`config.mk`:
```
export PLATFORM = sky130hd
export DESIGN_NAME = sop_pipe
export DESIGN_NICKNAME = d
export VERILOG_FILES = /design/src/rtl/sop_pipe_pkg.sv /design/src/rtl/sop_pipe_delay_line.sv /design/src/rtl/sop_pipe.sv
export SDC_FILE = /design/constraint.sdc
export NUM_CORES = 1
export LEC_CHECK = 0
export CAP_MARGIN = 20
export CORE_UTILIZATION = 25
export CTS_BUF_LIST = sky130_fd_sc_hd__clkbuf_16
export CTS_CLUSTER_DIAMETER = 60
export DETAILED_ROUTE_END_ITERATION = 10
export GPL_TIMING_DRIVEN = 0
export PLACE_DENSITY = 0.49
export SETUP_SLACK_MARGIN = 0.15
export SLEW_MARGIN = 20
export SYNTH_ARGS = -nofsm -noshare
export SYNTH_HDL_FRONTEND = slang
export SYNTH_SLANG_ARGS = --single-unit
```
`constraint.sdc`:
```
create_clock -name clk -period 2.15 [get_ports clk]
set_input_delay 0.43 -clock clk [delete_from_list [all_inputs] [get_ports clk]]
set_output_delay 0.43 -clock clk [all_outputs]
set_load 0.005 [all_outputs]
```
`src/rtl/sop_pipe_pkg.sv`:
```
// Shared constants and latency helpers for the registered SOP pipeline.
// Pure elaboration-time content: no logic, no latency, no flow control.
package sop_pipe_pkg;

  localparam int MAX_LAT = 15;

  function automatic int lmax(input int n, input int a);
    return (n > a) ? n : a;
  endfunction

  function automatic int total_lat(input int n, input int a, input int o);
    return lmax(n, a) + o;
  endfunction

endpackage

```
`src/rtl/sop_pipe_delay_line.sv`:
```
// D-stage W-bit shift register; latency D cycles, async active-high reset to 0.
// Shifts every cycle unconditionally: no stall, no backpressure.
module delay_line #(
  parameter int W = 1,
  parameter int D = 1
) (
  input  logic         i_clk,
  input  logic         i_rst,
  input  logic [W-1:0] i_dat,
  output logic [W-1:0] o_dat
);

  logic [W-1:0] r_stage [D];

  always_ff @(posedge i_clk or posedge i_rst) begin
    if (i_rst) begin
      for (int i = 0; i < D; i++) r_stage[i] <= '0;
    end else begin
      r_stage[0] <= i_dat;
      for (int i = 1; i < D; i++) r_stage[i] <= r_stage[i-1];
    end
  end

  assign o_dat = r_stage[D-1];

endmodule

```
`src/rtl/sop_pipe.sv`:
```
// Per-bit x = ~a | (b & c) with per-gate cycle latencies; latency L = max(LAT_NOT,LAT_AND)+LAT_OR.
// Free-running pipe, no backpressure: in_valid is only a tag; toggle_cnt counts cycles where x changed.
module sop_pipe
  import sop_pipe_pkg::*;
#(
  parameter int WIDTH   = 4,
  parameter int LAT_NOT = 1,
  parameter int LAT_AND = 3,
  parameter int LAT_OR  = 1,
  parameter int ALIGN   = 1,
  parameter int CNT_W   = 8
) (
  input  logic             clk,
  input  logic             rst,
  input  logic             in_valid,
  input  logic [WIDTH-1:0] a,
  input  logic [WIDTH-1:0] b,
  input  logic [WIDTH-1:0] c,
  input  logic             clr_cnt,
  output logic [WIDTH-1:0] x,
  output logic             out_valid,
  output logic [CNT_W-1:0] toggle_cnt
);

  localparam int LMAX    = lmax(LAT_NOT, LAT_AND);
  localparam int L       = total_lat(LAT_NOT, LAT_AND, LAT_OR);
  localparam int PAD_NOT = (ALIGN != 0) ? LMAX - LAT_NOT : 0;
  localparam int PAD_AND = (ALIGN != 0) ? LMAX - LAT_AND : 0;
  localparam logic [CNT_W-1:0] CNT_MAX = '1;

  if (LAT_NOT < 1 || LAT_NOT > MAX_LAT || LAT_AND < 1 || LAT_AND > MAX_LAT ||
      LAT_OR < 1 || LAT_OR > MAX_LAT) begin : g_bad_lat
    $error("sop_pipe: every latency must lie in 1..%0d", MAX_LAT);
  end

  logic [WIDTH-1:0] w_not, w_and, w_t0_raw, w_t1_raw, w_t0, w_t1, w_or;
  logic             w_toggle;
  logic [WIDTH-1:0] r_prev_x;
  logic [CNT_W-1:0] r_cnt;

  // Inversion precedes the registers so the branch holds 0 (not ~0) out of reset.
  assign w_not = ~a;
  assign w_and = b & c;

  delay_line #(.W(WIDTH), .D(LAT_NOT)) u_not (
    .i_clk(clk), .i_rst(rst), .i_dat(w_not), .o_dat(w_t0_raw)
  );

  delay_line #(.W(WIDTH), .D(LAT_AND)) u_and (
    .i_clk(clk), .i_rst(rst), .i_dat(w_and), .o_dat(w_t1_raw)
  );

  if (PAD_NOT > 0) begin : g_pad_not
    delay_line #(.W(WIDTH), .D(PAD_NOT)) u_pad_not (
      .i_clk(clk), .i_rst(rst), .i_dat(w_t0_raw), .o_dat(w_t0)
    );
  end else begin : g_nopad_not
    assign w_t0 = w_t0_raw;
  end

  if (PAD_AND > 0) begin : g_pad_and
    delay_line #(.W(WIDTH), .D(PAD_AND)) u_pad_and (
      .i_clk(clk), .i_rst(rst), .i_dat(w_t1_raw), .o_dat(w_t1)
    );
  end else begin : g_nopad_and
    assign w_t1 = w_t1_raw;
  end

  assign w_or = w_t0 | w_t1;

  delay_line #(.W(WIDTH), .D(LAT_OR)) u_or (
    .i_clk(clk), .i_rst(rst), .i_dat(w_or), .o_dat(x)
  );

  delay_line #(.W(1), .D(L)) u_vld (
    .i_clk(clk), .i_rst(rst), .i_dat(in_valid), .o_dat(out_valid)
  );

  assign w_toggle = (x != r_prev_x);

  // Clear wins over increment; the count sticks at all-ones rather than wrapping.
  always_ff @(posedge clk or posedge rst) begin
    if (rst) begin
      r_prev_x <= '0;
      r_cnt    <= '0;
    end else begin
      r_prev_x <= x;
      if (clr_cnt) begin
        r_cnt <= '0;
      end else if (w_toggle && (r_cnt != CNT_MAX)) begin
        r_cnt <= r_cnt + CNT_W'(1);
      end
    end
  end

  assign toggle_cnt = r_cnt;

endmodule

```
==> impl_results.md, run 1 <==
* Die H at roughly 79 µm
* Met2 GRT Util at 0.1293
* Final Instance Count excl. Fillers at around 210
* Number of diodes at 0
* Overflow left after global routing at 0
* RSZ-0062 raised after global routing: false
* Yosys cell types at 30
* Via density at around 4.3
* Worst path arrival time at between 1000 and 1500 ps
* Hold path cells at 0
* Final core occ at 0.3622
* Commonest cells post-synth: 44 x dfrtp_1, 8 x inv_1, 5 x nand2_1, 5 x or2_2
* Tightest Pin Transition at approximately 370 ps
* Syn Area/Cell at roughly 15 µm²
* Initial antenna violation count at 0
* Clock Latency Late Sink at between 200 and 300 ps
* Sw Pwr at 0.0003699 W
* Row cnt at 27
* Root Driver: clkbuf_16
* Ranking of synthesized cells by area: dfrtp_1 74%, xor2_1 2.3%, or2_2 2.1%
* Post-CTS Resized at 0
* Port bufs at 27
* Setup violators final at 0
* DR WL/cell at ~11 µm
* CTS tree: built
* Post-CTS setup buffer count at 0
* I/O pin count at 29
* CP max-delay cell: clkdlybuf4s50_1
* Htree depth at 2
* Via count at about 890
* Clock sinks at 44
* Synthesis Warnings at 0
* Final Slew Violations at 0
* Final Hold Fails at 0
* Critical path depth in cells at 1
* Final wirelength at roughly 2.3 mm
* TritonRoute pass-1 iters at 4
* Max Fanout on Critical Path at 7
* GPL Wtd Cong at around 0.71
* Layout net count at 153
* Critical path launch point type: flop
* Area growth syn-to-layout at 36.65%
* Synth Instances at around 100
* Cts hold-fix bufs at 0
* Core area at 5642 µm²
* Top-count cell post-synth: dfrtp_1
* Layout cell share with drive strength beyond 1 at 0.1606
* Switch share at 0.1989
* Cell Int Power at 0.001490 W
* Comb power frac at 0.067
* Max cap viols at 0
* Sequential Power Share at 0.480
* Vias in the first global route at about 880
* Rel. slew slack at 0.7557
* Worst setup path category: reg2out
* # DRC at 0
* HPWL Detailed at approximately 1.6 mm
* Fin crit share at 0.7868
* Clk network pwr share at 0.453
* Status: finished clean
* Largest net degree at the start of global routing at 36
* Most used routing layer in global routing: met2
* Post-synth EDFFs at 0
* Reg clk slew, reported paths at approximately 60 ps
* HP Class: reg2reg
* Critical path buffer and inverter count at 1
* Sequential-to-total area share from yosys stat at 0.7364
* #FFs+latches synth at 44
* Asr flop ratio synth at 1.000
* Synth top area share at 0.7364
* Crit-path cells: clkdlybuf4s50_1
* First-pass GRT wire length at about 3.8 mm
* Setup TNS at 0 ps
* Max Root-Sink Buffers at 2
* M1 GR Usage at 0.09037
* Critical path required time at between 1500 and 2000 ps
* Max incr delay on CP at roughly 540 ps
* Endpoint type of the worst setup path: primary output
* GR Util met3 at 0.03678
* Net Count, Synth at 118
* Dominant synthesized flop cell: dfrtp_1
* CTS Buf Count at 5
* Final antenna-violating net count at 0
* Total GRT Usage at 0.08319
* Leakage at roughly 0.89 nW
* Die Wd at a little under 80 µm
* Fmax at approximately 590 MHz
* Area leader, netlist: dfrtp_1
* Critical path's top delay family: buffers and inverters
* Peak VDD IR at between 0.4 and 0.5 mV
* Worst reg2reg path depth at 5
* Full die area at ~6300 µm²
* Post-Syn Area at 1495 µm²
* DR iter-0 viols at 36
* Initial Util at 0.2650
* Max Clock Skew at 2.630 ps
* DP Cell Count at around 200
* P per Cell Area at ~900 nW/µm²
* Period minus WS final at around 1700 ps
[metrics by stage]
step	hold WS, ps	area [µm²]	worst slack (ps)	power, W
6_report	347.2	2043	458.5	0.001860
3_3_place_gp	331.3	1856	-128.0	0.001026
4_1_cts	348.5	2043	450.1	0.001895
5_1_grt	354.2	2043	400.5	0.001943
3_5_place_dp	334.7	1876	486.9	0.001037
2_1_floorplan	331.2	1495	621.9	0.0009619
[final cells by class]
type,count,area (µm²)
multi-input combinational,47,352.8
clock inverter,3,42.54
timing repair buffer,28,290.3
inverter,8,30.03
tap,72,90.09
buffer,2,11.26
clock buffer,5,125.1
sequential,44,1101
fill,538,3598
[kinds of logic (layout without fill, tap and decap cells)]
group | after synthesis | after routing | synth area share
AO/OA/AOI/OAI | 9 | 9 | 0.04770
XOR/XNOR | 4 | 4 | 0.02343
adder cells (fa/ha/maj) | 1 | 1 | 0.008367
buffers and inverters | 10 | 46 | 0.02762
flip-flops | 44 | 44 | 0.7364
multiplexers | 3 | 3 | 0.02678
AND/OR/NAND/NOR | 30 | 30 | 0.1297
[final timing paths]
kind                                  start  slack, ps                            to
hold / removal             u_and.r_stage[6]        350                u_and.o_dat[2]
hold reg to reg            u_and.r_stage[6]        350                u_and.o_dat[2]
max in group asynchronous               rst       1310  g_pad_not.u_pad_not.o_dat[2]
setup reg to reg              u_or.o_dat[1]        500                 toggle_cnt[0]
min in group asynchronous               rst        390                 toggle_cnt[1]
setup / recovery              toggle_cnt[3]        460                 toggle_cnt[3]
[per-layer routing]
metal	part of all wire	vias up
li1	-	406
met1	0.41	442
met2	0.50	32
met3	0.062	9
met4	0.031	0
met5	0	-
[power by group through the flow]
stage | Combinational (W) | Clock (W) | Sequential [W]
6_report | 0.000124 | 0.000842 | 0.000893
2_1_floorplan | 0.0000565 | 0 | 0.000905
4_1_cts | 0.000129 | 0.000872 | 0.000894
3_3_place_gp | 0.000119 | 0 | 0.000907
5_1_grt | 0.000139 | 0.000906 | 0.000898
3_5_place_dp | 0.000128 | 0 | 0.000910
[cells in the final DEF (no fill, tap or decap)]
cell / synthesis / final
a211oi_1: 1 / 1
a21oi_1: 1 / 1
and2_1: 4 / 4
buf_12: 0 / 1
buf_4: 1 / 1
bufinv_16: 0 / 1
clkbuf_1: 1 / 1
clkbuf_16: 0 / 5
clkdlybuf4s50_1: 0 / 27
clkinv_1: 0 / 1
clkinv_4: 0 / 1
dfrtp_1: 44 / 44
ha_1: 1 / 1
inv_1: 8 / 7
inv_2: 0 / 1
mux2_4: 2 / 2
mux2i_1: 1 / 1
nand2_1: 5 / 5
nand3_1: 2 / 2
nand4_1: 1 / 1
nor2_1: 2 / 2
nor2_2: 1 / 1
nor2b_1: 2 / 2
nor3_1: 1 / 1
nor3_4: 1 / 1
nor4_1: 1 / 1
nor4_2: 2 / 2
o21ai_0: 1 / 1
o221a_2: 1 / 1
o311ai_0: 2 / 2
o31ai_1: 1 / 1
o41ai_1: 2 / 2
or2_2: 5 / 5
or3_1: 1 / 1
or4_1: 1 / 1
or4b_1: 1 / 1
xor2_1: 4 / 4
[state kept, by name, summed over array words and instances (netlist names)]
signal / cells
u_or.o_dat: 4
toggle_cnt: 8
r_prev_x: 4
u_and.r_stage: 8
u_vld.o_dat: 1
u_vld.r_stage: 3
u_and.o_dat: 4
g_pad_not.u_pad_not.o_dat: 4
g_pad_not.u_pad_not.r_stage: 4
u_not.o_dat: 4
Note: power is estimated with default switching activity, not from simulation.
==> inputs of run 2 (changes only) <==
Settings changed: PLACE_DENSITY 0.49 to 0.51.
Clock period 2.15 ns to 1.47 ns, I/O delays scaled along.
==> run 2 against run 1 <==
Effect of this change: the flow now finishes with violations (negative setup slack); global-route usage is 0.64 points higher; final area grew 7.4%; via count grew 7.0%; die area is the same; worst setup slack worse by 580 ps; flip-flop and latch count unchanged; combinational power increased by 83%; final cell count grew 8.6%; critical endpoint is now toggle_cnt[0]; largest power group unchanged.
==> impl_results.md, run 2 (synthesis gave the netlist of run 1 again) <==
* Critical path required time at 1630 ps (-90 ps)
* DR WL/cell at 11.01 µm (about the same)
* Final core occ at 0.3890 (+0.02683)
* Status: complete, but fails checks
* Htree depth at 2 (unchanged)
* HP Class: reg2reg
* HPWL Detailed at 1.438 mm (-11%)
* Port bufs at 27 (unchanged)
* Fin crit share at 1.084
* Reg clk slew, reported paths at 60 ps (about the same)
* Via count at 951 (+7.0%)
* Max Fanout on Critical Path at 7 (unchanged)
* Leading cell types in the layout, fill and taps excluded: 43 x dfrtp_1, 17 x buf_4, 15 x clkdlybuf4s50_1
* Most common cell after layout, fill and taps aside: dfrtp_1
* P per Cell Area at 1242 nW/µm² (+36%)
* Peak VDD IR at 0.4777 mV (+19%)
* TritonRoute pass-1 iters at 4 (unchanged)
* Fillcell total at 538 (unchanged)
* Vias in the first global route at 936 (+6.7%)
* Fmax at 627.5 MHz
* I/O pin count at 29 (unchanged)
* Setup violators final at 8 (+8)
* Max Root-Sink Buffers at 2 (unchanged)
* First-pass GRT wire length at 4.133 mm (+8.1%)
* Number of diodes at 0 (unchanged)
* Worst reg2reg path depth at 5 (unchanged)
* Final Hold Fails at 0 (unchanged)
* Final WS setup at -123.5 ps (-582.0 ps)
* Rel. slew slack at 0.4026 (-0.3531)
* Endpoint type of the worst setup path: flop
* Layout net count at 171 (+12%)
* Leakage at 1.028 nW (+15%)
* DR iter-0 viols at 56 (+56%)
* Max cap viols at 0 (unchanged)
* Critical R2R Launch: u_or.o_dat[1]
* Clock Latency Late Sink at 280 ps (about the same)
* Pre-CTS setup slack at -180.9 ps (-667.8 ps)
* Initial Util at 0.2650 (unchanged)
* Die Wd at 79.34 µm (unchanged)
* Area growth syn-to-layout at 46.78%
* Full die area at 6294 µm² (unchanged)
* Setup TNS at -660.8 ps (-660.8 ps)
* Register area at 1102 µm² (+0.11%)
* Clock sinks at 44 (unchanged)
* Layout cell share with drive strength beyond 1 at 0.3032 (+0.1426)
* CTS tree: built
* Critical path launch point type: flop
* CP Launch Point: u_or.o_dat[1]
* Power Total at 0.002726 W (+47%)
* Largest net degree at the start of global routing at 45 (+25%)
* Tightest Pin Transition at 894.2 ps (+527.8 ps)
* Root Driver: clkbuf_16
* Final Slew Violations at 0 (unchanged)
* Worst path arrival time at 1760 ps (+500 ps)
* Period minus WS final at roughly 1600 ps
* Capture point of the worst reg-to-reg path: toggle_cnt[0]
* Row cnt at 27 (unchanged)
* Crit path capture: toggle_cnt[0]
* Via density at 4.189 (-1.5%)
* Worst setup path category: reg2reg
* Initial antenna violation count at 0 (unchanged)
* Max Clock Skew at 2.654 ps (+0.02470 ps)
* CTS Buf Count at 5 (unchanged)
* Core area at 5642 µm² (unchanged)
* Multi-input logic area at 377.9 µm² (+7.1%)
* RSZ-0062 raised after global routing: true
* Final antenna-violating net count at 0 (unchanged)
* Overflow left after global routing at 0 (unchanged)
* # DRC at 0 (unchanged)
* Reg-to-reg slack, setup at -120 ps (-620 ps)
* Die H at 79.34 µm (unchanged)
* Failing checks: negative setup slack
* Total GRT Usage at 0.08956 (+0.006374)
* GPL Wtd Cong at 0.7536 (+6.6%)
* Final wirelength at 2.499 mm (+8.6%)
run 2: changes by cell type in the layout (fill, tap and decap cells not counted), moves of 2 or more:
cell and delta:
xor2_1 -2, buf_6 +6, dlygate4sd2_1 +9, buf_4 +16, o311ai_1 +2, clkdlybuf4s50_1 -12
xor2_2 +2, o311ai_0 -2
run 2: what timing repair did:
| action | 4_1_cts | 5_1_grt |
|---|---|---|
| gates resized for setup | 26 | 3 |
| buffers inserted | 16 | 3 |
| setup endpoints to repair | 21 | 11 |
| hold buffers | 0 | 0 |
| gates cloned | 0 | 0 |
| pin swaps | 3 | 3 |
run 2: stage by stage:
stage               hold WS [ps]  cell area [µm²]  instances
floorplan                  298.2             1509        101
global placement           332.1             1869        200
detailed placement         334.7             1869        200
CTS                        347.6             2158        224
global route               352.1             2195        227
finish                     343.6             2195        227
run 2: worst min-delay path by stage:
stage | startpoint | endpoint | slack (ps) | depth (start not counted)
after detailed placement | g_pad_not.u_pad_not.r_stage[4] | g_pad_not.u_pad_not.o_dat[0] | 330 | 0
final | u_not.o_dat[2] | g_pad_not.u_pad_not.r_stage[6] | 340 | 0
after global routing | u_vld.r_stage[3] | u_vld.r_stage[2] | 350 | 0
after global placement | g_pad_not.u_pad_not.r_stage[6] | g_pad_not.u_pad_not.o_dat[2] | 330 | 0
after floorplan | rst | g_pad_not.u_pad_not.o_dat[0] | 300 | 1
after CTS | g_pad_not.u_pad_not.r_stage[4] | g_pad_not.u_pad_not.o_dat[0] | 350 | 0
run 2: per-layer routing:
| metal | vias up | wire length (µm) | track usage |
|---|---|---|---|
| li1 | 446 | - | - |
| met1 | 457 | 927 | 0.09538 |
| met2 | 37 | 1327 | 0.1422 |
| met3 | 11 | 163 | 0.04253 |
| met4 | 0 | 80 | 0.05636 |
| met5 | - | 0 | 0 |
run 2: worst max-delay path, cell delays in order (launching register included):
cell	delay (ps)
dfrtp_1	400
xor2_1	160
nor4_2	320
buf_4	220
nor2_2	70
mux2_4	300
run 2: area by class of cell:
type	instances	area share
Sequential cell	44	0.5023
Timing Repair Buffer	46	0.1899
Multi-Input combinational cell	47	0.1722
Clock buffer	5	0.05701
Tap cell	72	0.04105
Clock inverter	3	0.01710
Inverter	8	0.01539
Buffer	2	0.005131
run 2: power by group:
part / leakage (nW) / internal, W / total (W) / switching (W)
clock: 0.0789 / 0.000788 / 0.00119 / 0.000405
sequential: 0.537 / 0.00128 / 0.00131 / 0.0000301
combinational: 0.413 / 0.000133 / 0.000227 / 0.0000938
total: 1.03 / 0.00220 / 0.00273 / 0.000529
==> patch, RTL diff (config.mk and constraints of run 1) <==
Put a register stage on the output `out_valid`, with the module's reset. The value now appears one clock later. The other outputs are not delayed to match.
--- a/src/rtl/sop_pipe.sv
+++ b/src/rtl/sop_pipe.sv
@@ -29,2 +29,4 @@
   localparam logic [CNT_W-1:0] CNT_MAX = '1;
+
+  logic out_valid_d;
 
@@ -75,3 +77,3 @@
   delay_line #(.W(1), .D(L)) u_vld (
-    .i_clk(clk), .i_rst(rst), .i_dat(in_valid), .o_dat(out_valid)
+    .i_clk(clk), .i_rst(rst), .i_dat(in_valid), .o_dat(out_valid_d)
   );
@@ -97,2 +99,10 @@
 
+  always_ff @(posedge clk or posedge rst) begin
+    if (rst) begin
+      out_valid <= '0;
+    end else begin
+      out_valid <= out_valid_d;
+    end
+  end
+
 endmodule
Behaviour: not the same (a bounded check fails within 10 cycles, from zero or initial values and one cycle with rst high).
==> patch against run 1 <==
- total power fell by 5.2%
- final cell count rose by 1.4%
- sequential share of layout area rose by 1.2 points
- worst setup slack improved by 0.0038 ns
- hold slack got worse by 0.0015 ns
- final area rose by 0.12%
- area after synthesis rose by 1.7%
- global-route usage rose by 0.44 points
- utilization fell by 1.5 points
- fmax rose by 0.23%
- routed wire length fell by 0.22%
- sequential cell count rose by 1
==> patch: results <==
export IMPL_ir_drop_mv=0.398
export IMPL_clock_path_buffers=2
export IMPL_dp_hpwl_um=1630
export IMPL_grt_pass1_vias=909
export IMPL_syn_nets=119
export IMPL_num_antenna_cells=0
export IMPL_status="finished clean"
export IMPL_synthArstFlopShare_pct=100
export IMPL_place_congestion=0.749
export IMPL_routed_via_density=4.09
export IMPL_grt_antenna_before_repair=0
export IMPL_worst_hold_slack_ns=0.346
export IMPL_max_stage_delay_ns=0.54
export IMPL_drt_initial_drc_count=41
export IMPL_synth_area_leaders="dfrtp_1 (74%), xor2_1 (2.3%), or2_2 (2.1%)"
export IMPL_seq_area_frac_synth_pct=74.1
export IMPL_ctsResizeCount=0
export IMPL_grt_max_degree=35
export IMPL_final_net_count=154
export IMPL_cts_root_buf="clkbuf_16"
export IMPL_crit_arrival_ns=1.26
export IMPL_ys_types=30
export IMPL_grt_usage_pct=8.76
export IMPL_fill_cells=582
export IMPL_setup_viol=0
export IMPL_synth_common_cells="dfrtp_1 (45), inv_1 (8), nand2_1 (5), or2_2 (5)"
export IMPL_synthFlopType="dfrtp_1"
export IMPL_drive_gt1_share_pct=16.1
export IMPL_path_delay_family="buffers and inverters"
export IMPL_tightest_slew_ns=0.383
export IMPL_insertion_delay_ns=0.28
export IMPL_hp_class="reg2reg"
export IMPL_clock_skew_ns=0.00388
export IMPL_grt_pass1_wl_um=4130
export IMPL_clk_pin_slew_ns=0.06
export IMPL_port_buffers=27
export IMPL_ys_warn_count=0
export IMPL_wl_per_cell_um=10.8
export IMPL_post_cts_buffers=0
export IMPL_leakage_uw=0.000887
export IMPL_crit_slowest_cell="clkdlybuf4s50_1"
export IMPL_path_max_fanout=7
export IMPL_p_int_uw=1390
export IMPL_r2r_slack_ns=0.47
[patch: cell types whose count changed after synthesis, sizes merged]
cell and delta:
dfrtp +1
[patch: cell type report]
cell class                      count  area [um^2]  share of cell area [%]
Buffer                              2         11.3                   0.550
Tap cell                           75         93.8                    4.59
Sequential cell                    45         1130                    55.0
Inverter                            8         30.0                    1.47
Timing Repair Buffer               28          290                    14.2
Clock inverter                      2         16.3                   0.795
Multi-Input combinational cell     47          353                    17.2
Clock buffer                        5          125                    6.12
[patch: routing by layer]
layer  up-vias  global-route usage (%)  wire [um]
met2        30                    13.7       1180
li1        414                       -          -
met3         3                    3.66        165
met4         0                    5.00         31
met1       420                    10.1        919
met5         -                       0          0
[patch: kinds of logic after synthesis]
| family | Yosys count | share of synthesized area, % |
|---|---|---|
| simple gates | 30 | 12.8 |
| fa+ha+maj | 1 | 0.823 |
| mux | 3 | 2.63 |
| buf+inv | 10 | 2.72 |
| flops | 45 | 74.1 |
| compound gates | 9 | 4.69 |
| xor+xnor | 4 | 2.30 |
[patch: stage by stage]
step	cells	setup slack (ns)	area, um^2
6_report	212	0.462	2050
2_1_floorplan	102	0.622	1520
5_1_grt	212	0.360	2050
3_5_place_dp	205	0.462	1900
3_3_place_gp	204	-0.181	1880
4_1_cts	212	0.449	2050
[patch: final timing paths]
check	start	endpoint	depth (start not counted)
worst max-delay path	toggle_cnt[3]$_DFFE_PP0P_	toggle_cnt[3]	1
worst min-delay path	u_vld.r_stage[3]$_DFF_PP0_	u_vld.r_stage[2]$_DFF_PP0_	0
worst max register to register	u_or.o_dat[1]$_DFF_PP0_	toggle_cnt[5]$_DFFE_PP0P_	5
worst min register to register	u_vld.r_stage[3]$_DFF_PP0_	u_vld.r_stage[2]$_DFF_PP0_	0
max in group asynchronous	rst	r_prev_x[3]$_DFF_PP0_	3
min in group asynchronous	rst	u_vld.r_stage[1]$_DFF_PP0_	2
[patch: power groups by stage]
stage / sequential, uW / clock, uW / combinational [uW]
6_report: 913 / 725 / 125
5_1_grt: 919 / 792 / 141
4_1_cts: 913 / 755 / 129
3_5_place_dp: 929 / 0 / 129
3_3_place_gp: 927 / 0 / 119
2_1_floorplan: 926 / 0 / 56.8
